### src/rtl/alu_serial_engine_if.sv
// Request/result bus for alu_serial_engine: one request channel (op/a/b) and one result channel (y/flags).
// A channel transfers on a rising clk edge where valid and ready are both 1. Once valid is raised,
// the payload holds stable and valid stays high until that transfer. Ready may be driven independently of valid.
interface alu_serial_engine_if #(
  parameter int WIDTH = 8
);
  logic             in_valid;
  logic             in_ready;
  logic [2:0]       op;
  logic [WIDTH-1:0] a;
  logic [WIDTH-1:0] b;
  logic             out_valid;
  logic             out_ready;
  logic [WIDTH-1:0] y;
  logic             carry_out;
  logic             zero;

  modport master (
    output in_valid, op, a, b, out_ready,
    input  in_ready, out_valid, y, carry_out, zero
  );

  modport slave (
    input  in_valid, op, a, b, out_ready,
    output in_ready, out_valid, y, carry_out, zero
  );
endinterface

### src/rtl/alu_serial_engine.sv
// Bit-serial ALU: one result bit per cycle, LSB first, through an IDLE/RUN/DONE FSM.
// Optional flag outputs (carry_out, zero) are built only when ALU_SERIAL_FLAGS_EN is defined.
module alu_serial_engine #(
  parameter int WIDTH = 8
) (
  input  logic                clk,
  input  logic                rst,
  alu_serial_engine_if.slave  bus,
  output logic [1:0]          state_dbg
);
  localparam int IW = $clog2(WIDTH);
  localparam logic [IW-1:0] LAST = IW'(WIDTH - 1);

  localparam logic [2:0] OP_ADD  = 3'b000;
  localparam logic [2:0] OP_SUB  = 3'b001;
  localparam logic [2:0] OP_AND  = 3'b010;
  localparam logic [2:0] OP_OR   = 3'b011;
  localparam logic [2:0] OP_XOR  = 3'b100;
  localparam logic [2:0] OP_NAND = 3'b101;
  localparam logic [2:0] OP_NOR  = 3'b110;

  typedef enum logic [1:0] {
    IDLE = 2'd0,
    RUN  = 2'd1,
    DONE = 2'd2
  } state_t;

  state_t           state;
  logic             in_ready_q;
  logic             out_valid_q;
  logic [WIDTH-1:0] y_q;
  logic [2:0]       op_q;
  logic [WIDTH-1:0] a_q;
  logic [WIDTH-1:0] b_q;
  logic [WIDTH-2:0] res_q;
  logic [IW-1:0]    idx;
  logic             carry_q;

  logic             bit_res;
  logic             carry_nxt;
  logic             b_eff;
  logic [WIDTH-1:0] res_nxt;

  // Operands are shifted right each RUN cycle, so the active bit is always at position 0.
  always_comb begin
    bit_res   = 1'b0;
    carry_nxt = 1'b0;
    b_eff     = b_q[0] ^ (op_q == OP_SUB);
    case (op_q)
      OP_ADD, OP_SUB: begin
        bit_res   = a_q[0] ^ b_eff ^ carry_q;
        carry_nxt = (a_q[0] & b_eff) | (a_q[0] & carry_q) | (b_eff & carry_q);
      end
      OP_AND:  bit_res = a_q[0] & b_q[0];
      OP_OR:   bit_res = a_q[0] | b_q[0];
      OP_XOR:  bit_res = a_q[0] ^ b_q[0];
      OP_NAND: bit_res = ~(a_q[0] & b_q[0]);
      OP_NOR:  bit_res = ~(a_q[0] | b_q[0]);
      default: bit_res = ~(a_q[0] ^ b_q[0]);
    endcase
    res_nxt = {bit_res, res_q};
  end

  always_ff @(posedge clk or posedge rst) begin
    if (rst) begin
      state       <= IDLE;
      in_ready_q  <= 1'b1;
      out_valid_q <= 1'b0;
      y_q         <= '0;
      op_q        <= '0;
      a_q         <= '0;
      b_q         <= '0;
      res_q       <= '0;
      idx         <= '0;
      carry_q     <= 1'b0;
    end else begin
      case (state)
        IDLE: begin
          if (bus.in_valid) begin
            op_q       <= bus.op;
            a_q        <= bus.a;
            b_q        <= bus.b;
            idx        <= '0;
            carry_q    <= (bus.op == OP_SUB);
            in_ready_q <= 1'b0;
            state      <= RUN;
          end
        end
        RUN: begin
          a_q     <= a_q >> 1;
          b_q     <= b_q >> 1;
          res_q   <= res_nxt[WIDTH-1:1];
          carry_q <= carry_nxt;
          idx     <= idx + IW'(1);
          if (idx == LAST) begin
            y_q         <= res_nxt;
            out_valid_q <= 1'b1;
            state       <= DONE;
          end
        end
        DONE: begin
          // Returning to IDLE first means no request can be taken on the result-handoff edge.
          if (bus.out_ready) begin
            out_valid_q <= 1'b0;
            in_ready_q  <= 1'b1;
            state       <= IDLE;
          end
        end
        default: state <= IDLE;
      endcase
    end
  end

  assign bus.in_ready  = in_ready_q;
  assign bus.out_valid = out_valid_q;
  assign bus.y         = y_q;
  assign state_dbg     = state;

`ifdef ALU_SERIAL_FLAGS_EN
  logic carry_flag_q;
  logic zero_flag_q;

  // Flags are captured on the same edge as y so they stay aligned with out_valid.
  always_ff @(posedge clk or posedge rst) begin
    if (rst) begin
      carry_flag_q <= 1'b0;
      zero_flag_q  <= 1'b0;
    end else if (state == RUN && idx == LAST) begin
      carry_flag_q <= carry_nxt;
      zero_flag_q  <= (res_nxt == '0);
    end
  end

  assign bus.carry_out = carry_flag_q;
  assign bus.zero      = zero_flag_q;
`else
  assign bus.carry_out = 1'b0;
  assign bus.zero      = 1'b0;
`endif
endmodule
### src/flat_wrapper.sv
// flat-port wrapper written by rule: the top's interface ports become plain ports
module alu_serial_engine_flat 
#(
  parameter int WIDTH = 8
)
  (clk, rst, state_dbg, bus_in_valid, bus_op, bus_a, bus_b, bus_out_ready, bus_in_ready, bus_out_valid, bus_y, bus_carry_out, bus_zero);
  alu_serial_engine_if #(.WIDTH(WIDTH)) bus_i ();
  input  logic clk;
  input  logic rst;
  output logic [1:0] state_dbg;
  input wire logic [$bits(bus_i.in_valid)-1:0] bus_in_valid;
  input wire logic [$bits(bus_i.op)-1:0] bus_op;
  input wire logic [$bits(bus_i.a)-1:0] bus_a;
  input wire logic [$bits(bus_i.b)-1:0] bus_b;
  input wire logic [$bits(bus_i.out_ready)-1:0] bus_out_ready;
  output wire logic [$bits(bus_i.in_ready)-1:0] bus_in_ready;
  output wire logic [$bits(bus_i.out_valid)-1:0] bus_out_valid;
  output wire logic [$bits(bus_i.y)-1:0] bus_y;
  output wire logic [$bits(bus_i.carry_out)-1:0] bus_carry_out;
  output wire logic [$bits(bus_i.zero)-1:0] bus_zero;
  assign bus_i.in_valid = bus_in_valid;
  assign bus_i.op = bus_op;
  assign bus_i.a = bus_a;
  assign bus_i.b = bus_b;
  assign bus_i.out_ready = bus_out_ready;
  assign bus_in_ready = bus_i.in_ready;
  assign bus_out_valid = bus_i.out_valid;
  assign bus_y = bus_i.y;
  assign bus_carry_out = bus_i.carry_out;
  assign bus_zero = bus_i.zero;
  alu_serial_engine #(.WIDTH(WIDTH)) u_core (.clk(clk), .rst(rst), .bus(bus_i), .state_dbg(state_dbg));
endmodule
### config.mk
export PLATFORM = sky130hd
export DESIGN_NAME = alu_serial_engine_flat
export DESIGN_NICKNAME = d
export VERILOG_FILES = /design/src/rtl/alu_serial_engine_if.sv /design/src/rtl/alu_serial_engine.sv /design/src/flat_wrapper.sv
export SDC_FILE = /design/constraint.sdc
export NUM_CORES = 1
export LEC_CHECK = 0
export ABC_CLOCK_PERIOD_IN_PS = 2800
export BUFFER_PORTS_ARGS = -buffer_cell sky130_fd_sc_hd__buf_2
export CAP_MARGIN = 20
export CORE_UTILIZATION = 40
export CTS_BUF_LIST = sky130_fd_sc_hd__clkbuf_8
export DETAILED_ROUTE_END_ITERATION = 16
export HOLD_SLACK_MARGIN = 0.08
export SLEW_MARGIN = 20
export SYNTH_ARGS = -nofsm -noshare
export SYNTH_HDL_FRONTEND = slang
export SYNTH_SLANG_ARGS = --single-unit
export TNS_END_PERCENT = 30
### constraint.sdc
create_clock -name clk -period 2.8 [get_ports clk]
set_clock_uncertainty 0.2 [all_clocks]
set_input_delay 0.28 -clock clk [delete_from_list [all_inputs] [get_ports clk]]
set_output_delay 0.28 -clock clk [all_outputs]
set_load 0.1 [all_outputs]
# Word-level counts from Yosys, hierarchy flattened
# Index checks and enable logic that the tools add are counted.
# totals
mem_count	0
mem_bits_ro	0
elab_cells	70
inputBits	23
reg_bits	42
out_inout_bits	14
latch_bits	0
ram_bits	0
# classes
magnitude_cmp	0
bitwise_logic	14
addsub	1
div_mod_pow	0
n_mul	0
eq_ne	13
n_mux	20
n_shift	0
reduce_logical	12
# ops
cell	count
one-hot mux 8 bit (2 select lines)	2
2-to-1 mux 8 bit	2
== test 3 bit (second input constant)	4
AND reduction 3 bit	3
== test 3 x 1 -> 1 bit (second input constant)	2
== test 3 x 2 -> 1 bit (second input constant)	2
2-to-1 mux 1 bit	6
2-to-1 mux 2 bit	3
one-hot mux 1 bit (2 select lines)	3
one-hot mux 1 bit (6 select lines)	1
one-hot mux 2 bit (3 select lines)	1
one-hot mux 3 bit (2 select lines)	1
AND reduction 2 bit	3
nonzero test 2 bit	3
AND 1 bit	4
inequality test 2 bit (second input constant)	2
XOR 1 bit	4
adder 3 x 1 -> 3 bit (second input constant)	1
zero test 3 bit	1
2-to-1 mux 3 bit	1
inverter 1 bit	3
bitwise OR 1 bit	3
== test 2 x 1 -> 1 bit (second input constant)	1
== test 2 bit (second input constant)	1
other kinds (3)	3

# Longest topological paths before layout
# depth
depth_word	7
ltp_mapped	9
ltp_nobuf	8

# Worst setup path before layout
# OpenSTA, ideal clock, no wires.
# synth_path
path_kind	reg-to-reg
start	reg u_core.state[0], in the netlist u_core.state_dbg[0]
end	reg u_core.y_q[0], in the netlist u_core.bus.y[0]
setup_time_ns	0.126
required_time_ns	2.474
path_buffers	0
slack_ns	0.734
synth_period_minus_slack_ns	2.066
stages_incl_launch_ff	4
arrival_ns	1.740
path_cell_list	dfrtp_1 > nor2b_2 > nand2_2 > mux2_2
# synth_via
elab_chain_cells	2
# synth_rtl
element	line_no	rtl
start, declared	alu_serial_engine.sv:28	state_t state;
start signal, assigned	alu_serial_engine.sv:66	state <= IDLE;
start signal, assigned	alu_serial_engine.sv:86	state <= RUN;
start signal, assigned	alu_serial_engine.sv:98	state <= DONE;
== test 2 x 1 -> 1 bit	alu_serial_engine.sv:77	case (state)
AND reduction 2 bit (no source line)	n/a	
end signal, assigned	alu_serial_engine.sv:96	y_q <= res_nxt;
end, declared	alu_serial_engine.sv:31	logic [WIDTH-1:0] y_q;
# Every way passes these cells.
# A chain may end at the register's enable or synchronous reset.

# Worst setup path in the final report
# layout_path
start	reg u_core.op_q[1]
end	reg u_core.res_q[6]
# layout_via
elab_chain_cells	5
elab_cells_between_ends	12
classes_between	6 x eq/ne; 1 x mux; 3 x bitwise; 2 x reduce/logical
# layout_rtl
element	line_no	rtl
start, declared	alu_serial_engine.sv:32	logic [2:0] op_q;
start signal, assigned	alu_serial_engine.sv:80	op_q <= bus.op;
== test 3 x 1 -> 1 bit	alu_serial_engine.sv:48, alu_serial_engine.sv:49	
XOR 1 bit	alu_serial_engine.sv:48	b_eff = b_q[0] ^ (op_q == OP_SUB);
XOR 1 bit (2 in a row)	alu_serial_engine.sv:51	bit_res = a_q[0] ^ b_eff ^ carry_q;
one-hot mux 1 bit (6 select lines) (*)	alu_serial_engine.sv:49	case (op_q)
end signal, assigned	alu_serial_engine.sv:92	res_q <= res_nxt[WIDTH-1:1];
end, declared	alu_serial_engine.sv:35	logic [WIDTH-2:0] res_q;
# Every way passes the cells marked *; elsewhere a longest branch is shown, timed or not.

==> impl_metrics.tcl <==
set metrics [dict create \
    synthToLayoutAreaGrowth_pct 23.15 \
    top_layer "met4" \
    grt_usage 0.1510 \
    hold_violations 0 \
    final_cell_mix "44 x nand2_1, 41 x dfrtp_1, 34 x buf_2" \
    synth.distinct_cells 33 \
    antenna_found_initial 0 \
    required_ns 2.79 \
    core_um2 4755 \
    firstDrtPassIters 4 \
    tightest_slew_ns 0.5154 \
    period_minus_slack_ns 2.107 \
    fmax_mhz 474.6 \
    final_cells 307 \
    synth_seq_area_share 0.5306 \
    crit_path_end_kind "register" \
    first_global_vias 1340 \
    p_leak_nw 1.175 \
    final_net_count 267 \
    grt_pass1_wl_mm 6.051 \
    ir_drop_v 0.0004350 \
    ctsHtreeMaxLevel 2 \
    cts_resized 0 \
    path_clk_slew_ns 0.08 \
    start_kind "register" \
    hp-class "input port to register" \
    cellPowerDensity_nw_per_um2 1165 \
    diodes 0 \
    dpl.hpwl_mm 2.290 \
    placed_area_um2 2163 \
    num_vias 1436 \
    tritoncts "built" \
    drive_gt1_frac 0.2542 \
    die_w_um 72.41 \
    fin_area_um2 2442 \
    postCtsSetupRepairBufs 0 \
    arrival_ns 2.09 \
    rsz0062_at_grt "no" \
    cpMaxStageDelayCell "dfrtp_1" \
    met3WireLength_um 133 \
    whs_path_depth 3 \
    drc_errors 0 \
    critPathMaxStageDelay_ns 0.48 \
    die_y_um 72.41 \
    fill_cells 462 \
    fin_crit_sh 0.7526 \
    port_buffers 34 \
    routed_wl_mm 3.450 \
    yosysWarnings 0 \
    yosys_register_bits 42 \
    worstSetupPathType "register to register" \
    worstSkewPairLatency_ns 0.29 \
    power_mw 2.845 \
    grt_overflow_total 0 \
    setup_viol 0 \
    grt_max_degree 43 \
    met2WireLength_mm 1.601 \
    rows 25 \
    crit_chain "nor2_1, nand2_1, xnor2_1, fa_1, nor3_1, a31oi_1, nand3_1, a22o_1" \
    avgViaCountPerCell 4.678 \
    dpl.cell_count 282 \
    wl_met1_mm 1.661 \
    drv_slew 0 \
    ctsLongestPathBuffers 2 \
    synth_cells 189 \
    pin_count 37 \
    relSlewSlack 0.6564 \
    numCtsBuffers 5 \
    status "finished clean" \
    gp_routability_congestion 0.7923 \
    cts_sinks 42 \
    synth_area_um2 1983 \
    max-cap-violations 0 \
    drtAntennaViolNets 0 \
    path_max_fanout 9 \
    syn-mean-instance-area_um2 10.49 \
    cts-root-buf "clkbuf_8" \
    start_util 0.4171 \
    drtIter0Drc 71 \
    final.setup.tns_ns 0 \
    wire_per_inst_um 11.24 \
    rr_worst_depth 8 \
    mostFrequentLayoutCell "nand2_1" \
    die_area_um2 5243 \
]
[worst max-delay path, delay by kind of cell (launching register included)]
kind	cells	cell delay [ns]
adders and majority gates	1	0.48
AOI/OAI and AO/OA	2	0.36
and+or+nand+nor	4	0.35
xor gates and xnor gates	1	0.15
DFF	1	0.48
[synth_stat cells, drive strengths merged]
library cell	n	area share
a21oi	7	0.018
a22o	2	0.0088
a31oi	1	0.0032
and4	1	0.0044
buf	11	0.052
clkbuf	1	0.0019
conb	1	0.0019
dfrtp	41	0.52
dfstp	1	0.013
fa	1	0.010
ha	4	0.025
inv	8	0.015
mux2	11	0.064
mux2i	12	0.061
nand2	45	0.086
nand2b	1	0.0032
nand3	2	0.0050
nor2	8	0.015
nor2b	1	0.0044
nor3	1	0.0025
nor3b	1	0.0063
o211ai	2	0.010
o21ai	22	0.056
o22ai	1	0.0032
o311ai	1	0.0044
o31ai	1	0.0038
xnor2	1	0.0044
[cell families (layout without fill, tap and decap cells)]
group	after synthesis	in the layout	share of synthesized area
AND/OR/NAND/NOR	60	60	0.1274
buffers and inverters	20	70	0.06877
other	1	2	0.001891
adder cells (fa/ha/maj)	5	5	0.03533
flip-flops	42	42	0.5306
AO/OA/AOI/OAI	37	37	0.1066
XOR/XNOR	1	1	0.004417
multiplexers	23	23	0.1249
[report_power, final]
part / internal (mW) / switching, mW / leakage [nW] / total, mW
clock: 0.262 / 0.208 / 0.0579 / 0.470
combinational: 0.412 / 0.929 / 0.583 / 1.34
sequential: 0.852 / 0.181 / 0.534 / 1.03
[state kept, by name, summed over array words and instances (netlist names)]
signal / count
u_core.bus.out_valid: 1
u_core.idx: 3
u_core.bus.y: 8
u_core.a_q: 8
u_core.carry_q: 1
u_core.bus.in_ready: 1
u_core.b_q: 8
u_core.res_q: 7
u_core.state_dbg: 2
u_core.op_q: 3
[worst paths after layout]
check	startpoint	end	slack, ns
worst max-delay path	u_core.op_q[1]	u_core.res_q[6]	0.69
max in group asynchronous	rst	u_core.bus.in_ready	1.58
min in group asynchronous	rst	u_core.bus.y[4]	0.45
worst max register to register	u_core.op_q[1]	u_core.res_q[6]	0.69
worst min register to register	u_core.res_q[3]	u_core.res_q[2]	0.29
worst min-delay path	bus_a[5]	u_core.a_q[5]	0.08
[final cells by class]
class / count / area (µm²) / share of cell area
flip-flops and latches: 42 / 1052 / 0.4308
multi-input cells: 128 / 804.5 / 0.3294
repair buffers: 54 / 362.8 / 0.1486
well taps: 67 / 83.83 / 0.03432
clock buffers: 5 / 68.82 / 0.02818
clock inverters: 3 / 40.04 / 0.01639
inverters: 8 / 30.03 / 0.01230
[routing by layer]
metal / track usage / up-vias
met4: 0.06536 / 0
met1: 0.2007 / 672
met3: 0.03750 / 6
met5: 0 / -
li1: - / 730
met2: 0.2347 / 28
[metrics by stage]
step                      utilization  setup WS, ns  hold WS, ns
after global placement         0.4550        0.7289       0.2447
after detailed placement       0.4550        0.6872       0.2463
after floorplan                     -        0.7339       0.1968
final                          0.5137        0.6928      0.07893
after CTS                      0.5137        0.6815      0.08137
after global routing           0.5137        0.5823      0.09527
[what timing repair did]
action / 4_1_cts / 5_1_grt
hold buffers: 17 / 0
hold endpoints to repair: 58 / 0
endpoints found under the setup margin: 0 / 0
Power figures use the tool's default switching activity.
